File: config.mk
export PLATFORM = sky130hd
export DESIGN_NAME = tx_axis_rr_arbiter
export DESIGN_NICKNAME = d
export VERILOG_FILES = /design/src/rtl/tx_axis_rr_arbiter.sv
export SDC_FILE = /design/constraint.sdc
export NUM_CORES = 1
export LEC_CHECK = 0
export BUFFER_PORTS_ARGS = -buffer_cell sky130_fd_sc_hd__buf_2
export CAP_MARGIN = 20
export CELL_PAD_IN_SITES_DETAIL_PLACEMENT = 0
export CELL_PAD_IN_SITES_GLOBAL_PLACEMENT = 1
export CORE_MARGIN = 10
export CORE_UTILIZATION = 29
export DETAILED_ROUTE_END_ITERATION = 10
export GPL_TIMING_DRIVEN = 0
export PLACE_DENSITY_LB_ADDON = 0.1
export SLEW_MARGIN = 5
export SYNTH_ARGS = -nofsm -noshare
export SYNTH_HDL_FRONTEND = slang
export SYNTH_SLANG_ARGS = --single-unit
File: constraint.sdc
create_clock -name Clk156M25 -period 4.6 [get_ports Clk156M25]
set_clock_uncertainty 0.15 [all_clocks]
set_input_delay 0.92 -clock Clk156M25 [delete_from_list [all_inputs] [get_ports Clk156M25]]
set_output_delay 0.92 -clock Clk156M25 [all_outputs]
set_load 0.005 [all_outputs]
File: src/rtl/tx_axis_rr_arbiter.sv
// Packet-level round-robin arbiter sharing one 64b MAC TX AXI-stream among NUM_REQ sources.
// Define ARB_STATS_EN to add per-requester frame counters and the CntClr clear input.
module tx_axis_rr_arbiter #(
    parameter int unsigned NUM_REQ   = 4,
    parameter int unsigned MAX_WORDS = 1200
) (
    input  logic                  Clk156M25,
    input  logic                  RstMac,
    input  logic [64*NUM_REQ-1:0] s_axis_tdata,
    input  logic [8*NUM_REQ-1:0]  s_axis_tkeep,
    input  logic [NUM_REQ-1:0]    s_axis_tvalid,
    input  logic [NUM_REQ-1:0]    s_axis_tlast,
    output logic [NUM_REQ-1:0]    s_axis_tready,
    output logic [63:0]           m_axis_tdata,
    output logic [7:0]            m_axis_tkeep,
    output logic                  m_axis_tvalid,
    output logic                  m_axis_tlast,
    input  logic                  m_axis_tready,
    output logic [NUM_REQ-1:0]    GrantVec,
`ifdef ARB_STATS_EN
    input  logic                  CntClr,
    output logic [32*NUM_REQ-1:0] GrantPkt_Cnt,
`endif
    output logic [31:0]           TruncErr_Cnt
);

    localparam int unsigned IW = $clog2(NUM_REQ);
    localparam int unsigned CW = $clog2(MAX_WORDS);

    localparam logic [1:0] ST_IDLE = 2'd0;
    localparam logic [1:0] ST_SEND = 2'd1;
    localparam logic [1:0] ST_DROP = 2'd2;

    logic [1:0]         r_state;
    logic [IW-1:0]      r_gidx;
    logic [IW-1:0]      r_ptr;
    logic [NUM_REQ-1:0] r_grant;
    logic [CW-1:0]      r_wcnt;
    logic [31:0]        r_trunc_cnt;

    logic               w_any;
    logic [IW-1:0]      w_pick;
    logic [IW:0]        w_scan;
    logic [NUM_REQ-1:0] w_pick_oh;
    logic [63:0]        w_src_data;
    logic [7:0]         w_src_keep;
    logic               w_src_valid;
    logic               w_src_last;
    logic [IW-1:0]      w_ptr_next;
    logic               w_at_limit;
    logic               w_send_beat;
    logic               w_trunc_beat;

    // First valid requester at or above the pointer, wrapping modulo NUM_REQ.
    always_comb begin
        w_any  = 1'b0;
        w_pick = '0;
        w_scan = '0;
        for (int unsigned i = 0; i < NUM_REQ; i++) begin
            w_scan = {1'b0, r_ptr} + (IW+1)'(i);
            if (w_scan >= (IW+1)'(NUM_REQ))
                w_scan = w_scan - (IW+1)'(NUM_REQ);
            if (!w_any && s_axis_tvalid[w_scan[IW-1:0]]) begin
                w_any  = 1'b1;
                w_pick = w_scan[IW-1:0];
            end
        end
    end

    always_comb begin
        w_src_data  = '0;
        w_src_keep  = '0;
        w_src_valid = 1'b0;
        w_src_last  = 1'b0;
        for (int unsigned i = 0; i < NUM_REQ; i++) begin
            if (r_gidx == IW'(i)) begin
                w_src_data  = s_axis_tdata[64*i +: 64];
                w_src_keep  = s_axis_tkeep[8*i +: 8];
                w_src_valid = s_axis_tvalid[i];
                w_src_last  = s_axis_tlast[i];
            end
        end
    end

    assign w_pick_oh    = {{(NUM_REQ-1){1'b0}}, 1'b1} << w_pick;
    assign w_ptr_next   = (r_gidx == IW'(NUM_REQ-1)) ? '0 : r_gidx + 1'b1;
    assign w_at_limit   = (r_wcnt == CW'(MAX_WORDS-1));
    assign w_send_beat  = (r_state == ST_SEND) && w_src_valid && m_axis_tready;
    assign w_trunc_beat = w_send_beat && w_at_limit && !w_src_last;

    // The MAC only ever sees the owner in SEND; the last permitted beat is forced to end the frame.
    always_comb begin
        m_axis_tdata  = '0;
        m_axis_tkeep  = '0;
        m_axis_tvalid = 1'b0;
        m_axis_tlast  = 1'b0;
        s_axis_tready = '0;
        case (r_state)
            ST_SEND: begin
                m_axis_tdata  = w_src_data;
                m_axis_tkeep  = (w_at_limit && !w_src_last) ? 8'hff : w_src_keep;
                m_axis_tvalid = w_src_valid;
                m_axis_tlast  = w_src_last || w_at_limit;
                s_axis_tready = r_grant & {NUM_REQ{m_axis_tready}};
            end
            ST_DROP: s_axis_tready = r_grant;
            default: ;
        endcase
    end

    always_ff @(posedge Clk156M25 or posedge RstMac) begin
        if (RstMac) begin
            r_state <= ST_IDLE;
            r_gidx  <= '0;
            r_grant <= '0;
            r_ptr   <= '0;
            r_wcnt  <= '0;
        end else begin
            case (r_state)
                ST_IDLE: begin
                    if (w_any) begin
                        r_state <= ST_SEND;
                        r_gidx  <= w_pick;
                        r_grant <= w_pick_oh;
                    end
                end
                ST_SEND: begin
                    if (w_send_beat) begin
                        if (w_src_last) begin
                            r_state <= ST_IDLE;
                            r_ptr   <= w_ptr_next;
                            r_grant <= '0;
                            r_wcnt  <= '0;
                        end else if (w_at_limit) begin
                            r_state <= ST_DROP;
                            r_wcnt  <= '0;
                        end else begin
                            r_wcnt <= r_wcnt + 1'b1;
                        end
                    end
                end
                ST_DROP: begin
                    if (w_src_valid && w_src_last) begin
                        r_state <= ST_IDLE;
                        r_ptr   <= w_ptr_next;
                        r_grant <= '0;
                        r_wcnt  <= '0;
                    end
                end
                default: r_state <= ST_IDLE;
            endcase
        end
    end

`ifdef ARB_STATS_EN
    logic [32*NUM_REQ-1:0] r_pkt_cnt;
    logic                  w_frame_done;

    assign w_frame_done = w_send_beat && (w_src_last || w_at_limit);

    always_ff @(posedge Clk156M25 or posedge RstMac or posedge CntClr) begin
        if (RstMac || CntClr) begin
            r_pkt_cnt <= '0;
        end else if (w_frame_done) begin
            for (int unsigned i = 0; i < NUM_REQ; i++) begin
                if (r_grant[i])
                    r_pkt_cnt[32*i +: 32] <= r_pkt_cnt[32*i +: 32] + 32'd1;
            end
        end
    end

    assign GrantPkt_Cnt = r_pkt_cnt;

    always_ff @(posedge Clk156M25 or posedge RstMac or posedge CntClr) begin
        if (RstMac || CntClr)
            r_trunc_cnt <= '0;
`else
    always_ff @(posedge Clk156M25 or posedge RstMac) begin
        if (RstMac)
            r_trunc_cnt <= '0;
`endif
        else if (w_trunc_beat && (r_trunc_cnt != '1))
            r_trunc_cnt <= r_trunc_cnt + 32'd1;
    end

    assign GrantVec     = r_grant;
    assign TruncErr_Cnt = r_trunc_cnt;

endmodule

After elaboration in Yosys (flattened, before gate mapping)
Cells that the tools add are included.
Storage, ports and cells
  bits in registers: 53
  output and inout bits: 114
  logic and storage cells: 125
Operators by class
  $add $sub $neg: 10
  $lt $le $gt $ge: 8
  equal/unequal tests: 12
  shift operators: 1
  muxes and demuxes: 63
  bitwise logic cells: 1
  reductions and logical operators: 24
Operators by type and width (number)
  $mux W64: 5
  $mux W8: 6
  $mux W11: 4
  $mux W2: 17
  $add A32 B1 Y32 const B: 1
  $ne A32 B32 Y1 const B: 1
  $pmux W11 S2: 1
  $mux W1: 18
  $mux W4: 4
  $lt A2 B3 Y1 const B: 4
  $pmux W4 S3: 1
  $add A11 B1 Y11 const B: 1
  $eq A11 B11 Y1 const B: 1
  $logic_and A1 B1 Y1: 10
  $ge A3 B3 Y1 const B: 3
  $bmux W1 S2: 4
  $ne A2 B2 Y1 const B: 4
  $pmux W4 S2: 1
  $reduce_and A4 Y1: 2
  $sub A2 B1 Y2 const B: 4
  $add A2 B2 Y3 const B: 2
  $eq A2 B2 Y1 const B: 3
  $pmux W2 S3: 1
  $reduce_and A5 Y1: 1
  15 further kinds: 20

Longest topological paths before layout
  word-level depth: 17
  mapped depth: 11
  mapped depth without buffers: 8

Worst setup path before layout
OpenSTA, ideal clock, no wires.
  kind: register to output
  start point: reg r_gidx[1]
  end point: out m_axis_tkeep[3]
  data arrival time: 1.844 ns
  data required time: 3.530 ns
  setup slack: 1.686 ns
  stages on the path, launching flop included: 12
  buffers on the path: 3
  path through: dfrtp_1 inv_1 ha_1 buf_6 clkbuf_1 clkbuf_1 nand2_1 a21oi_1 a21oi_1 nor2_1 a21oi_1 a21oi_1
Between the ends
  longest elaborated chain between the ends: 9
  elaborated cells on any way between the ends: 16
  classes of those cells: eq/ne: 3; mux: 10; reduce/logical: 3
Ends and longest elaborated chain
  start, declared: RTL line 35  | logic [IW-1:0] r_gidx;
  start signal, assigned: RTL line 123  | r_gidx <= w_pick;
  $logic_not A2 Y1: RTL line 76  | if (r_gidx == IW'(i)) begin
  $mux W1 (4 in a row): RTL line 76
  $logic_not A1 Y1: RTL line 101  | m_axis_tkeep = (w_at_limit && !w_src_last) ? 8'hff : w_src_keep;
  $logic_and A1 B1 Y1: RTL line 101
  $mux W8 *: RTL line 101
  $mux W8 *: RTL line 98  | case (r_state)
  end, declared: RTL line 15  | output logic [7:0] m_axis_tkeep,
Every way passes the cells marked *; elsewhere a longest branch is shown, timed or not.

Worst setup path in the final report
  start point: reg r_gidx[1]
  end point: out m_axis_tkeep[2]
Same word-level chain as after synthesis.

==> impl_results.md <==
- Syn_area_per_cell: 6.61 um^2
- RSZ-0062 raised after global routing: false
- CTS sink cnt: 53
- First-pass GRT wire length: 49300 um
- Resized Gates After CTS: 0
- Layout Nets: 1609
- Std cell rows: 51
- Mapped Cells: 880
- Post-synthesis mux area share: 0.753%
- CTS tree: done
- Vias in the first global route: 7973
- Synth warn: 0
- Status: complete, no violations
- DRC: 0
- Hold EP: r_wcnt[9]
- Full die area: 26100 um^2
- Compound-Gate Fraction of Synth Area: 26.1%
- CP Cell Sequence: inv_1, ha_1, buf_6, clkbuf_1, clkbuf_1, nand2_1, a21oi_1, a21oi_1, nor2_1, a21oi_1, a21oi_1, buf_2
- Post-CTS Hold Buffers: 0
- P_leak: 4.12 nW
- Vias post-DR: 8036
- Worst R2R End: TruncErr_Cnt[14]
- CP Buf/Inv Count: 5
- Synth-to-layout area growth: 44.3%
- DP HPWL: 28300 um
- Final Util: 42.8%
- Slew margin rel.: 40.6%
- Crit Path Max Fanout: 10
- Slowest CP cell: clkbuf_1
- I/O Pins: 413
- Port bufs: 412
- Layout cell share with drive strength beyond 1: 34.6%
- Min cycle time layout: 4300 ps
- Most frequent CP cell: a21oi_1
- First-pass detailed-route iteration total: 5
- TNS Setup: 0 ps
- Most used DFF post-synth: dfrtp_1
- Post-synthesis adder-cell area fraction: 2.15%
- Via-to-Cell Ratio: 5.12
- CP max stage delay: 560 ps
- DRT Wirelength: 33500 um
- Die H: 162 um
- Later-pin clock latency in the skew report: 290 ps
- Critical Path AT: 3230 ps
- Sequential area share after synthesis: 22.8%
- Hold Fails Final Rpt: 0
- Root buf cell: clkbuf_16
- Global route overflow: 0
- Hold Path Class: reg -> reg
- Final setup viols: 0
- Post-CTS Repair Setup Buffers: 0
- Netlist cell types: 56
- PD cells: 536 nW/um^2
- Crit. End Element: output pin
- Final Total Pwr: 4.50 mW
- Reg2reg start: r_gidx[0]
- Initial DRC Count: 595
- Hold-critical path depth: 1
- Setup CP Type: reg -> out
- Placeable Area: 19600 um^2
- Mapped Nets: 1189
- Total GRT Usage: 23.9%
- Min-Delay Startpoint: r_wcnt[9]
- Clock transition at path regs: 70 ps
- Antenna violations before repair: 9
- Max Cap Violations: 0
- Post-synthesis register bit count: 53
- Worst Max-Slew Pin Slew: 890 ps
- Fin. max-slew vios: 0
- Period utilization: 93.5%
- Post-synthesis xor/xnor area fraction: 4.67%
- Worst EP required: 3530 ps
- Largest net degree at the start of global routing: 31
- Reg-to-reg setup timing slack: 1660 ps
- Mapped Area: 5820 um^2
- FF-to-FF path depth: 9
- Drt wl/cell: 21.3 um
- Peak supply drop: 0.280 mV
- Initial Util: 29.7%
- H-tree depth: 2
- CP top delay family: buffers and inverters
- Total CTS buffers: 5
- EDFF count, synth: 0
- Ys async rst share: 100%
- Die X: 162 um
- Clk buf depth: 2
- Routed Antenna Nets: 0
- Simple-gate share of the synthesized area: 37.5%
- Fmax achieved: 233 MHz
- Startpoint types: flop
- Main combinational cell family by area after synthesis: simple AND/OR/NAND/NOR gates
- Final GP Congestion: 0.916
-- routing by layer --
layer  GRT usage (%)  share of wire (%)
met5               0              0.081
met4            4.96                1.2
met3            6.94                8.2
met2            41.2                 50
met1            28.7                 41
-- cells by family (layout without fill, tap and decap cells) --
| family | after synthesis | in the layout |
|---|---|---|
| buffers and inverters | 87 | 507 |
| other | 0 | 6 |
| muxes | 4 | 4 |
| DFF | 53 | 53 |
| and+or+nand+nor | 421 | 421 |
| adders and majority gates | 10 | 10 |
| xor gates and xnor gates | 31 | 31 |
| AOI/OAI and AO/OA | 274 | 274 |
-- worst max-delay path by stage --
stage | depth (start not counted) | end | from
after global placement | 12 | m_axis_tkeep[2] | r_gidx[1]
after detailed placement | 12 | m_axis_tkeep[2] | r_gidx[1]
final | 12 | m_axis_tkeep[2] | r_gidx[1]
after global routing | 12 | m_axis_tkeep[2] | r_gidx[1]
after floorplan | 11 | m_axis_tkeep[3] | r_gidx[1]
after CTS | 12 | m_axis_tkeep[2] | r_gidx[1]
-- synth_stat cells, types with 9 or more instances --
| cell type | number | area share (%) |
|---|---|---|
| a21oi_1 | 227 | 20 |
| nor2_1 | 155 | 10 |
| nand2_1 | 92 | 5.9 |
| nand3b_1 | 72 | 9.3 |
| dfrtp_1 | 53 | 23 |
| clkbuf_1 | 51 | 3.3 |
| xnor2_1 | 24 | 3.6 |
| nand3_1 | 21 | 1.8 |
| nand4_1 | 20 | 2.2 |
| inv_1 | 17 | 1.1 |
| o21ai_0 | 15 | 1.3 |
| buf_1 | 11 | 0.71 |
| ha_1 | 10 | 2.2 |
| nor3_1 | 9 | 0.77 |
-- power breakdown --
part / internal, mW / switching, mW
sequential: 0.513 / 0.0500
combinational: 1.34 / 2.22
clock: 0.214 / 0.164
total: 2.06 / 2.43
-- per-stage QoR --
step / hold WS (ps) / std cells / area, um^2 / setup slack [ps]
final: 362 / 1571 / 8390 / 300
after global routing: 382 / 1571 / 8390 / 18.7
after CTS: 357 / 1565 / 8380 / 245
after detailed placement: 348 / 1558 / 8230 / 572
after global placement: 338 / 1557 / 8210 / 584
after floorplan: 318 / 880 / 5820 / 1690
-- layout make-up --
cell class                      instances  area, um^2
Fill cell                            2212       11200
Multi-Input combinational cell        740        4140
Timing Repair Buffer                  413        2080
Sequential cell                        53        1330
Tap cell                              265         332
Buffer                                 70         290
Clock buffer                            6         139
Inverter                               17        63.8
Antenna cell                            6        15.0
Clock inverter                          1        7.51
-- flip-flops by register name, summed over array words and instances (netlist names) --
signal	cells
r_state	2
TruncErr_Cnt	32
r_ptr	2
r_wcnt	11
r_gidx	2
GrantVec	4
-- cell usage in the layout (no fill, tap or decap), drive strengths merged, types with 15 or more instances in the layout --
cell	Yosys	layout
a21oi	227	227
buf	19	432
clkbuf	51	57
dfrtp	53	53
inv	17	17
nand2	93	93
nand3	22	22
nand3b	73	73
nand4	22	22
nor2	155	155
o21ai	15	15
xnor2	24	24
Note: power is estimated with default switching activity, not from simulation.
